**config.mk**
```make
export PLATFORM = sky130hd
export DESIGN_NAME = ita_softmax_div_sched_flat
export DESIGN_NICKNAME = d
export VERILOG_FILES = /design/src/rtl/ita_softmax_div_sched_if.sv /design/src/rtl/ita_softmax_div_sched.sv /design/src/flat_wrapper.sv
export SDC_FILE = /design/constraint.sdc
export NUM_CORES = 1
export LEC_CHECK = 0
export BUFFER_PORTS_ARGS = -buffer_cell sky130_fd_sc_hd__buf_2
export CAP_MARGIN = 20
export CORE_UTILIZATION = 46
export DETAILED_ROUTE_END_ITERATION = 8
export HOLD_SLACK_MARGIN = 0.12
export PLACE_DENSITY_LB_ADDON = 0.12
export SLEW_MARGIN = 0
export SYNTH_ARGS = -nofsm -noshare
export SYNTH_HDL_FRONTEND = slang
export SYNTH_SLANG_ARGS = --single-unit
```
**constraint.sdc**
```tcl
create_clock -name clk_i -period 3.8 [get_ports clk_i]
set_input_delay 0.19 -clock clk_i [delete_from_list [all_inputs] [get_ports clk_i]]
set_output_delay 0.19 -clock clk_i [all_outputs]
set_load 0.02 [all_outputs]
```
**src/rtl/ita_softmax_div_sched_if.sv**
```systemverilog
// Operand stream, divider pool and accumulator write-port bundle for the
// softmax divider scheduler. Signal suffixes are relative to the scheduler.
interface ita_softmax_div_sched_if #(
    parameter int unsigned NumDiv    = 4,
    parameter int unsigned DataWidth = 24,
    parameter int unsigned OupWidth  = 24,
    parameter int unsigned AddrWidth = 6
);
    localparam int unsigned OutW = $clog2(NumDiv + 1);

    logic                             inp_valid_i;
    logic                             inp_ready_o;
    logic [DataWidth-1:0]             inp_data_i;
    logic [NumDiv-1:0]                div_valid_o;
    logic [NumDiv-1:0]                div_ready_i;
    logic [DataWidth-1:0]             div_data_o;
    logic [NumDiv-1:0]                div_valid_i;
    logic [NumDiv-1:0]                div_ready_o;
    logic [NumDiv-1:0][OupWidth-1:0]  div_oup_i;
    logic                             wr_en_o;
    logic [AddrWidth-1:0]             wr_addr_o;
    logic [DataWidth-1:0]             wr_data_o;
    logic                             row_done_o;
    logic                             busy_o;
    logic [OutW-1:0]                  outstanding_o;

    modport master (
        input  inp_valid_i, inp_data_i, div_ready_i, div_valid_i, div_oup_i,
        output inp_ready_o, div_valid_o, div_data_o, div_ready_o,
               wr_en_o, wr_addr_o, wr_data_o, row_done_o, busy_o, outstanding_o
    );

    modport slave (
        output inp_valid_i, inp_data_i, div_ready_i, div_valid_i, div_oup_i,
        input  inp_ready_o, div_valid_o, div_data_o, div_ready_o,
               wr_en_o, wr_addr_o, wr_data_o, row_done_o, busy_o, outstanding_o
    );
endinterface

```
**src/rtl/ita_softmax_div_sched.sv**
```systemverilog
// Round-robin dispatch of softmax row exp-sums to a divider pool; quotients are
// collected in issue order and written to the accumulator at incrementing addresses.
module ita_softmax_div_sched #(
    parameter int unsigned NumDiv    = 4,
    parameter int unsigned DataWidth = 24,
    parameter int unsigned OupWidth  = 24,
    parameter int unsigned RowLen    = 64,
    parameter int unsigned AddrWidth = 6
) (
    input  logic                    clk_i,
    input  logic                    rst_ni,
    input  logic                    flush_i,
    ita_softmax_div_sched_if.master bus
);
    localparam int unsigned PtrW = $clog2(NumDiv);
    localparam int unsigned OutW = $clog2(NumDiv + 1);

    localparam logic [1:0] StIdle  = 2'd0;
    localparam logic [1:0] StRun   = 2'd1;
    localparam logic [1:0] StDrain = 2'd2;

    logic                 clear;
    logic                 has_room;
    logic                 inp_ready;
    logic                 issue;
    logic                 collect;
    logic [NumDiv-1:0]    div_valid;
    logic [NumDiv-1:0]    div_ready;

    logic [PtrW-1:0]      issue_ptr_q, issue_ptr_d;
    logic [PtrW-1:0]      collect_ptr_q, collect_ptr_d;
    logic [OutW-1:0]      outstanding_q, outstanding_d;
    logic [AddrWidth-1:0] addr_q, addr_d;
    logic [AddrWidth-1:0] issue_cnt_q, issue_cnt_d;
    logic [AddrWidth-1:0] wr_addr_q, wr_addr_d;
    logic [DataWidth-1:0] wr_data_q, wr_data_d;
    logic                 wr_en_q, wr_en_d;
    logic                 row_done_q, row_done_d;
    logic [1:0]           state_q, state_d;

    assign clear     = !rst_ni || flush_i;
    assign has_room  = !clear && (outstanding_q < OutW'(NumDiv));
    assign inp_ready = has_room && bus.div_ready_i[issue_ptr_q];
    assign issue     = inp_ready && bus.inp_valid_i;
    assign collect   = !clear && bus.div_valid_i[collect_ptr_q] && (outstanding_q != '0);

    always_comb begin
        div_valid = '0;
        div_ready = '0;
        // Valid is withheld when the pool is full so no divider accepts an uncounted operand.
        if (has_room) div_valid[issue_ptr_q] = bus.inp_valid_i;
        if (!clear)   div_ready[collect_ptr_q] = 1'b1;
    end

    assign bus.inp_ready_o   = inp_ready;
    assign bus.div_valid_o   = div_valid;
    assign bus.div_ready_o   = div_ready;
    assign bus.div_data_o    = bus.inp_data_i;
    assign bus.wr_en_o       = wr_en_q;
    assign bus.wr_addr_o     = wr_addr_q;
    assign bus.wr_data_o     = wr_data_q;
    assign bus.row_done_o    = row_done_q;
    assign bus.busy_o        = (state_q != StIdle);
    assign bus.outstanding_o = outstanding_q;

    always_comb begin
        issue_ptr_d   = issue_ptr_q;
        collect_ptr_d = collect_ptr_q;
        outstanding_d = outstanding_q;
        issue_cnt_d   = issue_cnt_q;
        addr_d        = addr_q;
        wr_addr_d     = wr_addr_q;
        wr_data_d     = wr_data_q;
        wr_en_d       = collect;
        row_done_d    = 1'b0;
        state_d       = state_q;

        if (issue) begin
            issue_ptr_d = (issue_ptr_q == PtrW'(NumDiv - 1)) ? '0 : issue_ptr_q + 1'b1;
            issue_cnt_d = (issue_cnt_q == AddrWidth'(RowLen - 1)) ? '0 : issue_cnt_q + 1'b1;
        end

        case ({issue, collect})
            2'b10:   outstanding_d = outstanding_q + 1'b1;
            2'b01:   outstanding_d = outstanding_q - 1'b1;
            default: outstanding_d = outstanding_q;
        endcase

        if (collect) begin
            collect_ptr_d = (collect_ptr_q == PtrW'(NumDiv - 1)) ? '0 : collect_ptr_q + 1'b1;
            wr_addr_d     = addr_q;
            wr_data_d     = DataWidth'(bus.div_oup_i[collect_ptr_q]);
            row_done_d    = (addr_q == AddrWidth'(RowLen - 1));
            addr_d        = row_done_d ? '0 : addr_q + 1'b1;
        end

        case (state_q)
            StIdle, StRun: begin
                if (issue) state_d = (issue_cnt_q == AddrWidth'(RowLen - 1)) ? StDrain : StRun;
            end
            StDrain: begin
                // Operands of the next row may already be in flight when this row retires.
                if (row_done_q) state_d = (issue || issue_cnt_q != '0) ? StRun : StIdle;
            end
            default: state_d = StIdle;
        endcase
    end

    always_ff @(posedge clk_i) begin
        if (!rst_ni || flush_i) begin
            issue_ptr_q   <= '0;
            collect_ptr_q <= '0;
            outstanding_q <= '0;
            issue_cnt_q   <= '0;
            addr_q        <= '0;
            wr_addr_q     <= '0;
            wr_data_q     <= '0;
            wr_en_q       <= 1'b0;
            row_done_q    <= 1'b0;
            state_q       <= StIdle;
        end else begin
            issue_ptr_q   <= issue_ptr_d;
            collect_ptr_q <= collect_ptr_d;
            outstanding_q <= outstanding_d;
            issue_cnt_q   <= issue_cnt_d;
            addr_q        <= addr_d;
            wr_addr_q     <= wr_addr_d;
            wr_data_q     <= wr_data_d;
            wr_en_q       <= wr_en_d;
            row_done_q    <= row_done_d;
            state_q       <= state_d;
        end
    end

    always_ff @(posedge clk_i) begin
        if (rst_ni && !flush_i) begin
            assert (!(bus.div_valid_i[collect_ptr_q] && outstanding_q == '0))
                else $error("divider result presented with nothing outstanding");
        end
    end
endmodule

```
**src/flat_wrapper.sv**
```systemverilog
// flat-port wrapper written by rule: the top's interface ports become plain ports
module ita_softmax_div_sched_flat 
#(
    parameter int unsigned NumDiv    = 4,
    parameter int unsigned DataWidth = 24,
    parameter int unsigned OupWidth  = 24,
    parameter int unsigned RowLen    = 64,
    parameter int unsigned AddrWidth = 6
)
  (clk_i, rst_ni, flush_i, bus_inp_valid_i, bus_inp_data_i, bus_div_ready_i, bus_div_valid_i, bus_div_oup_i, bus_inp_ready_o, bus_div_valid_o, bus_div_data_o, bus_div_ready_o, bus_wr_en_o, bus_wr_addr_o, bus_wr_data_o, bus_row_done_o, bus_busy_o, bus_outstanding_o);
  ita_softmax_div_sched_if #(.NumDiv(NumDiv), .DataWidth(DataWidth), .OupWidth(OupWidth), .AddrWidth(AddrWidth)) bus_i ();
  input  logic clk_i;
  input  logic rst_ni;
  input  logic flush_i;
  input wire logic [$bits(bus_i.inp_valid_i)-1:0] bus_inp_valid_i;
  input wire logic [$bits(bus_i.inp_data_i)-1:0] bus_inp_data_i;
  input wire logic [$bits(bus_i.div_ready_i)-1:0] bus_div_ready_i;
  input wire logic [$bits(bus_i.div_valid_i)-1:0] bus_div_valid_i;
  input wire logic [$bits(bus_i.div_oup_i)-1:0] bus_div_oup_i;
  output wire logic [$bits(bus_i.inp_ready_o)-1:0] bus_inp_ready_o;
  output wire logic [$bits(bus_i.div_valid_o)-1:0] bus_div_valid_o;
  output wire logic [$bits(bus_i.div_data_o)-1:0] bus_div_data_o;
  output wire logic [$bits(bus_i.div_ready_o)-1:0] bus_div_ready_o;
  output wire logic [$bits(bus_i.wr_en_o)-1:0] bus_wr_en_o;
  output wire logic [$bits(bus_i.wr_addr_o)-1:0] bus_wr_addr_o;
  output wire logic [$bits(bus_i.wr_data_o)-1:0] bus_wr_data_o;
  output wire logic [$bits(bus_i.row_done_o)-1:0] bus_row_done_o;
  output wire logic [$bits(bus_i.busy_o)-1:0] bus_busy_o;
  output wire logic [$bits(bus_i.outstanding_o)-1:0] bus_outstanding_o;
  assign bus_i.inp_valid_i = bus_inp_valid_i;
  assign bus_i.inp_data_i = bus_inp_data_i;
  assign bus_i.div_ready_i = bus_div_ready_i;
  assign bus_i.div_valid_i = bus_div_valid_i;
  assign bus_i.div_oup_i = bus_div_oup_i;
  assign bus_inp_ready_o = bus_i.inp_ready_o;
  assign bus_div_valid_o = bus_i.div_valid_o;
  assign bus_div_data_o = bus_i.div_data_o;
  assign bus_div_ready_o = bus_i.div_ready_o;
  assign bus_wr_en_o = bus_i.wr_en_o;
  assign bus_wr_addr_o = bus_i.wr_addr_o;
  assign bus_wr_data_o = bus_i.wr_data_o;
  assign bus_row_done_o = bus_i.row_done_o;
  assign bus_busy_o = bus_i.busy_o;
  assign bus_outstanding_o = bus_i.outstanding_o;
  ita_softmax_div_sched #(.NumDiv(NumDiv), .DataWidth(DataWidth), .OupWidth(OupWidth), .RowLen(RowLen), .AddrWidth(AddrWidth)) u_core (.clk_i(clk_i), .rst_ni(rst_ni), .flush_i(flush_i), .bus(bus_i));
endmodule
```
==> metrics.txt, run 1 <==
status complete, but fails checks; failing checks design-rule violations; port bufs 152; WL final 7643 um; global route total overflow 0; DRC 9; Die H 84.46 um; initial drt markers 85; clock slew at the register clock pins of the worst setup and hold paths 0.10 ns; Die Area 0.007133 mm^2; layout cells sized above 1 0.4454; Area growth, synth to finish 21.64%; FFs w/ async S/R, synth 0; Vias 2766; Clock Skews 0.006228 ns; Fmax 363.4 MHz; drt pass-1 iters 7; htree depth 2; post-route ant nets 0; period utilisation layout 0.7241; Slew @ Worst Pin 0.9077 ns; Hold Vio Cnt, Final 0; post-CTS sizing 0; Seq/Total Area, Yosys 0.3392; Worst EP required 4.02 ns; post-place setup slack 1.053 ns; YS warnings 0; syn_nets 474; Nets 593; minimum clock period 2.751 ns; most frequent cells in the layout buf_2 (152), nand2_1 (72), dfxtp_1 (52); setup_tns 0 ns; Sequential cell area 0.001062 mm^2; count of flip-flops with a built-in enable after synthesis 0; Placer Congestion 0.8771; CTS tree done; Avg WL per Cell 14.53 um; post-layout util 0.5891; hold buffers post-CTS 0; Die X 84.46 um; power density over the cells 262.0 mW/mm^2; hold_ws 0.3491 ns; fillcell total 626; I/O Pins 201; Core ar. 0.006459 mm^2; hpwl dp 5608 um; CP Capture Type register; CP startpoint kind register; largest net degree at the start of global routing 43; Post-CTS Setup Bufs 0; standby leakage power 1.676 nW; Root Driver clkbuf_8; CP Class reg -> reg; final worst setup slack 1.049 ns; multi-input logic area 0.001703 mm^2; Mapped Cells 329; Worst slew margin 0.3949; TritonCTS buffer count 5; Ant. Diodes 0; Initial Util 0.4843; most common cell after layout, fill and taps aside buf_2; Power Total 996.9 uW; vias in the first global route 2652; gr usage total 0.2169; fin. max-slew vios 0; Sink Count 53; WP data arrival 2.98 ns; met1 usage 0.2531; site row count 29; clk_lat worst skew 0.31 ns; RSZ-0062 raised after global routing false; max-cap violations 0; CP Max Fanout 12; drt via density 5.259; synthesized area per cell 9.508 um^2; Main synth FF type dfxtp_1; first-pass GRT wire length 12280 um; Hold Crit Class in -> reg; grt met3 use 0.03540; synthesized cell area 0.003128 mm^2; post-synth cell types 43; setup violators final 0; CTS Buffer Depth 2; initial antenna violation count 0; Peak VDD IR 0.1577 mV; Seq cells post-synth 53; M2 GR Usage 0.4106; layer with the highest usage met2
[critical path: stages (launching register included)]
cell and delay (ns):
dfxtp_1 0.44, mux4_2 0.61, nand2_1 0.36, ha_1 0.26, inv_1 0.06, fa_1 0.37, xor2_1 0.15, or3_1 0.30
a21oi_1 0.13
[worst paths after layout]
path	start	end	slack (ns)	cells past startpoint
setup / recovery	u_core.issue_ptr_q[0]$_SDFFE_PP0P_	u_core.bus.outstanding_o[2]$_SDFFE_PP0P_	1.05	8
hold / removal	bus_div_oup_i[7]	u_core.bus.wr_data_o[7]$_SDFFE_PP0P_	0.35	4
setup reg to reg	u_core.issue_ptr_q[0]$_SDFFE_PP0P_	u_core.bus.outstanding_o[2]$_SDFFE_PP0P_	1.05	8
hold reg to reg	u_core.bus.wr_data_o[7]$_SDFFE_PP0P_	u_core.bus.wr_data_o[7]$_SDFFE_PP0P_	0.46	2
[where the power goes]
part / internal (mW) / leakage, nW / total [mW] / switching [mW]
sequential: 0.556 / 0.427 / 0.557 / 0.000993
combinational: 0.0640 / 1.20 / 0.103 / 0.0394
clock: 0.148 / 0.0512 / 0.337 / 0.189
total: 0.768 / 1.68 / 0.997 / 0.229
[cells in the mapped netlist (2+ instances only)]
cell | n | area, um^2
xor2_1 | 4 | 35.03
nand2_1 | 72 | 270.3
mux4_2 | 25 | 563.0
o21ai_0 | 3 | 15.01
clkbuf_1 | 6 | 22.52
nor2_1 | 10 | 37.54
a21oi_2 | 2 | 17.52
nand4_1 | 3 | 18.77
nand2b_1 | 3 | 18.77
ha_1 | 12 | 150.1
o31ai_1 | 2 | 15.01
buf_2 | 6 | 30.03
nand3_1 | 12 | 60.06
dfxtp_1 | 53 | 1061
buf_4 | 25 | 187.7
buf_8 | 2 | 30.03
and2_1 | 9 | 56.30
buf_6 | 5 | 56.30
and3_1 | 3 | 18.77
or3_1 | 5 | 31.28
a21oi_1 | 34 | 170.2
inv_1 | 10 | 37.54
mux2i_1 | 3 | 30.03
[area by class of cell]
cell class / instances / share of cell area
clock inverters: 2 / 0.003617
repair buffers: 158 / 0.2118
well taps: 77 / 0.02532
clock buffers: 6 / 0.02170
flip-flops and latches: 53 / 0.2792
inverters: 11 / 0.01085
multi-input cells: 219 / 0.4475
[state kept, by name (all words and copies together), names as in the netlist]
| name | flops |
|---|---|
| u_core.addr_q | 6 |
| u_core.bus.outstanding_o | 3 |
| u_core.bus.row_done_o | 1 |
| u_core.bus.wr_addr_o | 6 |
| u_core.bus.wr_data_o | 24 |
| u_core.bus.wr_en_o | 1 |
| u_core.collect_ptr_q | 2 |
| u_core.issue_cnt_q | 6 |
| u_core.issue_ptr_q | 2 |
| u_core.state_q | 2 |
[layer usage]
metal  wire (um)  vias up
met5           0        -
met4          99        0
met3         389       11
met2        4089       90
met1        3065     1307
li1            -     1358
[per-stage QoR]
| stage | area (um^2) | std cells |
|---|---|---|
| floorplan | 3128 | 329 |
| global placement | 3709 | 518 |
| CTS | 3805 | 526 |
| finish | 3805 | 526 |
| global route | 3805 | 526 |
| detailed placement | 3709 | 518 |
[cells by family after synthesis]
group	count (synthesis)	synth area share
multiplexers	29	0.1980
AO/OA/AOI/OAI	48	0.09360
adder cells (fa/ha/maj)	13	0.05440
XOR/XNOR	4	0.01120
buffers and inverters	57	0.1204
flip-flops	53	0.3392
AND/OR/NAND/NOR	125	0.1832
No activity file was read; power rests on OpenSTA's default activity.
==> inputs of run 2 (changes only) <==
CORE_UTILIZATION = 43   (was 46)
clock period = 2.87 ns   (was 3.8 ns; I/O delays follow)
==> run 2 against run 1 <==
Compared with the run above: the flow now finishes without violations; flip-flop and latch count did not move; die area rose by 6.8%; wire length fell by 1.0%; via count shrank 0.18%; critical endpoint unchanged.
==> metrics.txt, run 2 (synthesis gave the netlist of run 1 again) <==
initial drt markers 77; vias in the first global route 2623; drt via density 5.057; Net Sw Power 298.9 uW; WL final 7564 um; Peak VDD IR 0.2305 mV; Slew @ Worst Pin 0.9099 ns; global route total overflow 0; port bufs 152; Clock Power Share 0.404; Int Pwr 1.168 mW; clk_lat worst skew 0.30 ns; final non-filler cell total 546; Hold Crit Class in -> out; Fmax 400.9 MHz; initial antenna violation count 0; Post-CTS Setup Bufs 0; CP startpoint kind register; CTS tree done; first-pass GRT wire length 12020 um; final worst setup slack 0.3755 ns; RSZ-0062 raised after global routing false; period utilisation layout 0.8692; Power Total 1.467 mW; Worst EP required 3.09 ns; CP Class reg -> reg; Area growth, synth to finish 23.84%; htree depth 2; hold buffers post-CTS 0; hold_ws 0.2870 ns; Die Area 0.007620 mm^2; Hold Vio Cnt, Final 0; Placer Congestion 0.8050; Comb pwr share 0.094; Avg WL per Cell 13.85 um; max-cap violations 0; grt met3 use 0.04550; CTS Buffer Depth 2; Worst slew margin 0.3934; met1 usage 0.2387; hold_sp bus_inp_data_i[13]; WP data arrival 2.71 ns; Sink Count 53; Slowest cell on crit path mux4_2; layer with the highest usage met2; standby leakage power 1.697 nW; minimum clock period 2.494 ns; worst path bufs/invs 1; Initial Util 0.4529; site row count 30; Flop pwr share 0.503; placed insts 538; Die X 87.29 um; Root Driver clkbuf_8; post-layout util 0.5609; clock slew at the register clock pins of the worst setup and hold paths 0.10 ns; Clock Skews 0.006250 ns; post-route ant nets 0; status completed; Levels on crit path 8; RR Startpoint u_core.issue_ptr_q[0]$_SDFFE_PP0P_; CP Capture Type register; setup_tns 0 ns; drt pass-1 iters 4; Vias 2761; CP Max Fanout 6; Largest register FFs 24; worst hold stages 0; start point of the critical path u_core.issue_ptr_q[0]$_SDFFE_PP0P_; fin. max-slew vios 0; post-CTS sizing 0; DRC 0; CP cell instances mux4_2, nand2_1, ha_1, inv_1, fa_1, xor2_1, or3_1, a21oi_1; crit-path max cell delay 0.60 ns; power density over the cells 378.6 mW/mm^2; post-place setup slack 0.3875 ns; setup violators final 0; crit-path leading delay family multiplexers; largest net degree at the start of global routing 43; Core ar. 0.006907 mm^2; design area 0.003874 mm^2; Nets 594; gr usage total 0.2015; Die H 87.29 um; most common cell after layout, fill and taps aside buf_2; hpwl dp 5529 um; Sw Share 0.2038; layout cells sized above 1 0.4467; most frequent cells in the layout buf_2 (152), nand2_1 (72), dfxtp_1 (52); M2 GR Usage 0.3629; TritonCTS buffer count 5; worst reg2reg path depth 8; I/O Pins 201; Ant. Diodes 0; Area after DPL 0.003740 mm^2
==> run 2: cell count changes in the layout (fill, tap and decap cells not counted) <==
cell | previous run | this run
buf_4 | 6 | 7
clkinv_4 | 1 | 0
clkbuf_8 | 6 | 5
bufinv_16 | 0 | 2
==> run 2: area by class of cell <==
type | instances | area (um^2)
clock inverters | 3 | 65.06
inverters | 11 | 41.29
fillers | 695 | 3033
multi-input cells | 219 | 1703
flip-flops and latches | 53 | 1062
well taps | 96 | 120.1
repair buffers | 159 | 813.3
clock buffers | 5 | 68.82
==> run 2: routing by layer <==
metal / part of all wire / wire length, um / up-vias
met5: 0 / 0 / -
met3: 0.061 / 465 / 14
met2: 0.51 / 3842 / 101
met4: 0.013 / 97 / 0
met1: 0.42 / 3159 / 1288
li1: - / - / 1358
==> run 2: power by group through the flow <==
stage	Sequential [mW]	Combinational, mW	Clock, mW
after global routing	0.738	0.151	0.640
after CTS	0.737	0.139	0.611
after detailed placement	0.754	0.139	0
after floorplan	0.755	0.105	0
final	0.737	0.137	0.592
after global placement	0.754	0.136	0
==> run 2: path summary, 6_finish.rpt <==
path              slack [ns]                                       end
setup reg to reg        0.38  u_core.bus.outstanding_o[2]$_SDFFE_PP0P_
setup / recovery        0.38  u_core.bus.outstanding_o[2]$_SDFFE_PP0P_
hold reg to reg         0.46      u_core.bus.wr_addr_o[3]$_SDFFE_PP0P_
hold / removal          0.29                        bus_div_data_o[13]
==> inputs of run 3 (changes only) <==
CORE_ASPECT_RATIO = 1.4   (was unset)
RECOVER_POWER = 100   (was unset)
==> run 3 against run 2 <==
Compared with the run above: non-clock buffer count is 1 higher; count of clock-buffer cells in the layout did not move; sequential power hardly changed; final cell count did not move; largest cell class unchanged; largest power group unchanged; critical endpoint unchanged.
==> metrics.txt, run 3 (synthesis gave the netlist of run 1 again) <==
setup_tns 0 ns; Area growth, synth to finish 20.60%; site row count 36; CTS tree done; CP Max Fanout 6; R2R Setup Slk 0.41 ns; Initial Util 0.4480; initial antenna violation count 0; Worst slew margin 0.3497; power density over the cells 368.5 mW/mm^2; standby leakage power 1.496 nW; Worst Hold End bus_div_data_o[14]; most frequent cells in the layout buf_2 (111), nand2_1 (72), dfxtp_1 (53); Die H 102.9 um; gr usage total 0.1964; status completed; hold buffers post-CTS 0; clock slew at the register clock pins of the worst setup and hold paths 0.10 ns; I/O Pins 201; CP Class reg -> reg; fin. max-slew vios 0; Clock Power Share 0.373; Peak VDD IR 0.2014 mV; Reg-to-Reg End u_core.bus.outstanding_o[2]$_SDFFE_PP0P_; Fmax 407.2 MHz; Vias 2741; post-layout util 0.5403; drt pass-1 iters 4; largest net degree at the start of global routing 40; Placer Congestion 0.7658; Sw Share 0.2219; Die Area 0.007624 mm^2; Post-CTS Setup Bufs 0; drt via density 5.020; port bufs 152; Flop pwr share 0.530; Root Driver clkbuf_8; layout cells sized above 1 0.3459; vias in the first global route 2521; Int Pwr 1.082 mW; DRC 0; RR Startpoint u_core.issue_ptr_q[0]$_SDFFE_PP0P_; worst hold stages 0; WP data arrival 2.69 ns; Core ar. 0.006982 mm^2; Slew @ Worst Pin 0.9755 ns; initial drt markers 96; Worst EP required 3.11 ns; TritonCTS buffer count 5; minimum clock period 2.456 ns; Power Total 1.390 mW; clk_lat worst skew 0.31 ns; post-route ant nets 0; CP startpoint kind register; Ant. Diodes 0; Hold Crit Class in -> out; Die X 74.09 um; Sink Count 53; Nets 595; hpwl dp 5592 um; post-CTS sizing 0; htree depth 2; RSZ-0062 raised after global routing false; Largest register FFs 24; Net Sw Power 308.5 uW; max-cap violations 0; CTS Buffer Depth 2; WL final 7430 um; period utilisation layout 0.8556; Comb pwr share 0.097; worst reg2reg path depth 8; most common cell after layout, fill and taps aside buf_2; global route total overflow 0; hold_sp bus_inp_data_i[14]; Hold Vio Cnt, Final 0; first-pass GRT wire length 11470 um; setup violators final 0; Clock Skews 0.008326 ns; Avg WL per Cell 13.61 um; CP Capture Type register
==> run 3: power groups by stage <==
stage	clock, mW	sequential [mW]	combinational [mW]
final	0.518	0.737	0.135
after global routing	0.560	0.738	0.149
after CTS	0.535	0.737	0.139
after detailed placement	0	0.754	0.139
after global placement	0	0.754	0.135
after floorplan	0	0.755	0.105
==> run 3: per-stage QoR <==
stage | worst slack [ns] | hold WS [ns] | std cells | instance area, um^2
global route | 0.2353 | 0.2870 | 546 | 3772
floorplan | 0.3646 | 0.3759 | 329 | 3128
global placement | 0.4888 | 0.2871 | 538 | 3746
CTS | 0.3962 | 0.2864 | 546 | 3861
finish | 0.4143 | 0.2870 | 546 | 3772
detailed placement | 0.4273 | 0.2871 | 538 | 3746
==> run 3: final cells by class <==
cell class                 instances  area (um^2)
tap                               95        118.9
inverter                          11        41.29
multi-input combinational        219         1682
fill                             710         3209
sequential                        53         1061
clock inverter                     3        46.29
timing repair buffer             160        754.5
clock buffer                       5        68.82
==> run 3: worst max-delay path by stage <==
stage / startpoint / slack, ns / cells past startpoint / to
floorplan: u_core.issue_ptr_q[0]$_SDFFE_PP0P_ / 0.36 / 9 / u_core.bus.outstanding_o[2]$_SDFFE_PP0P_
global placement: u_core.issue_ptr_q[0]$_SDFFE_PP0P_ / 0.49 / 8 / u_core.bus.outstanding_o[2]$_SDFFE_PP0P_
detailed placement: u_core.issue_ptr_q[0]$_SDFFE_PP0P_ / 0.43 / 8 / u_core.bus.outstanding_o[2]$_SDFFE_PP0P_
global route: u_core.issue_ptr_q[0]$_SDFFE_PP0P_ / 0.24 / 8 / u_core.bus.outstanding_o[2]$_SDFFE_PP0P_
CTS: u_core.issue_ptr_q[0]$_SDFFE_PP0P_ / 0.40 / 8 / u_core.bus.outstanding_o[2]$_SDFFE_PP0P_
finish: u_core.issue_ptr_q[0]$_SDFFE_PP0P_ / 0.41 / 8 / u_core.bus.outstanding_o[2]$_SDFFE_PP0P_
==> run 3: metal layers <==
metal	share of wire	vias up	GRT usage
met1	0.40	1267	0.2341
met4	0.013	0	0.05473
li1	-	1359	-
met5	0	-	0
met3	0.057	8	0.04008
met2	0.53	107	0.3524
==> run 3: worst max-delay path, cell delays in order (launching register included) <==
cell and delay [ns]:
dfxtp_1 0.44, mux4_2 0.60, nand2_1 0.12, ha_1 0.19, inv_1 0.07, fa_1 0.37, xor2_1 0.15, or3_1 0.30
a21oi_1 0.15
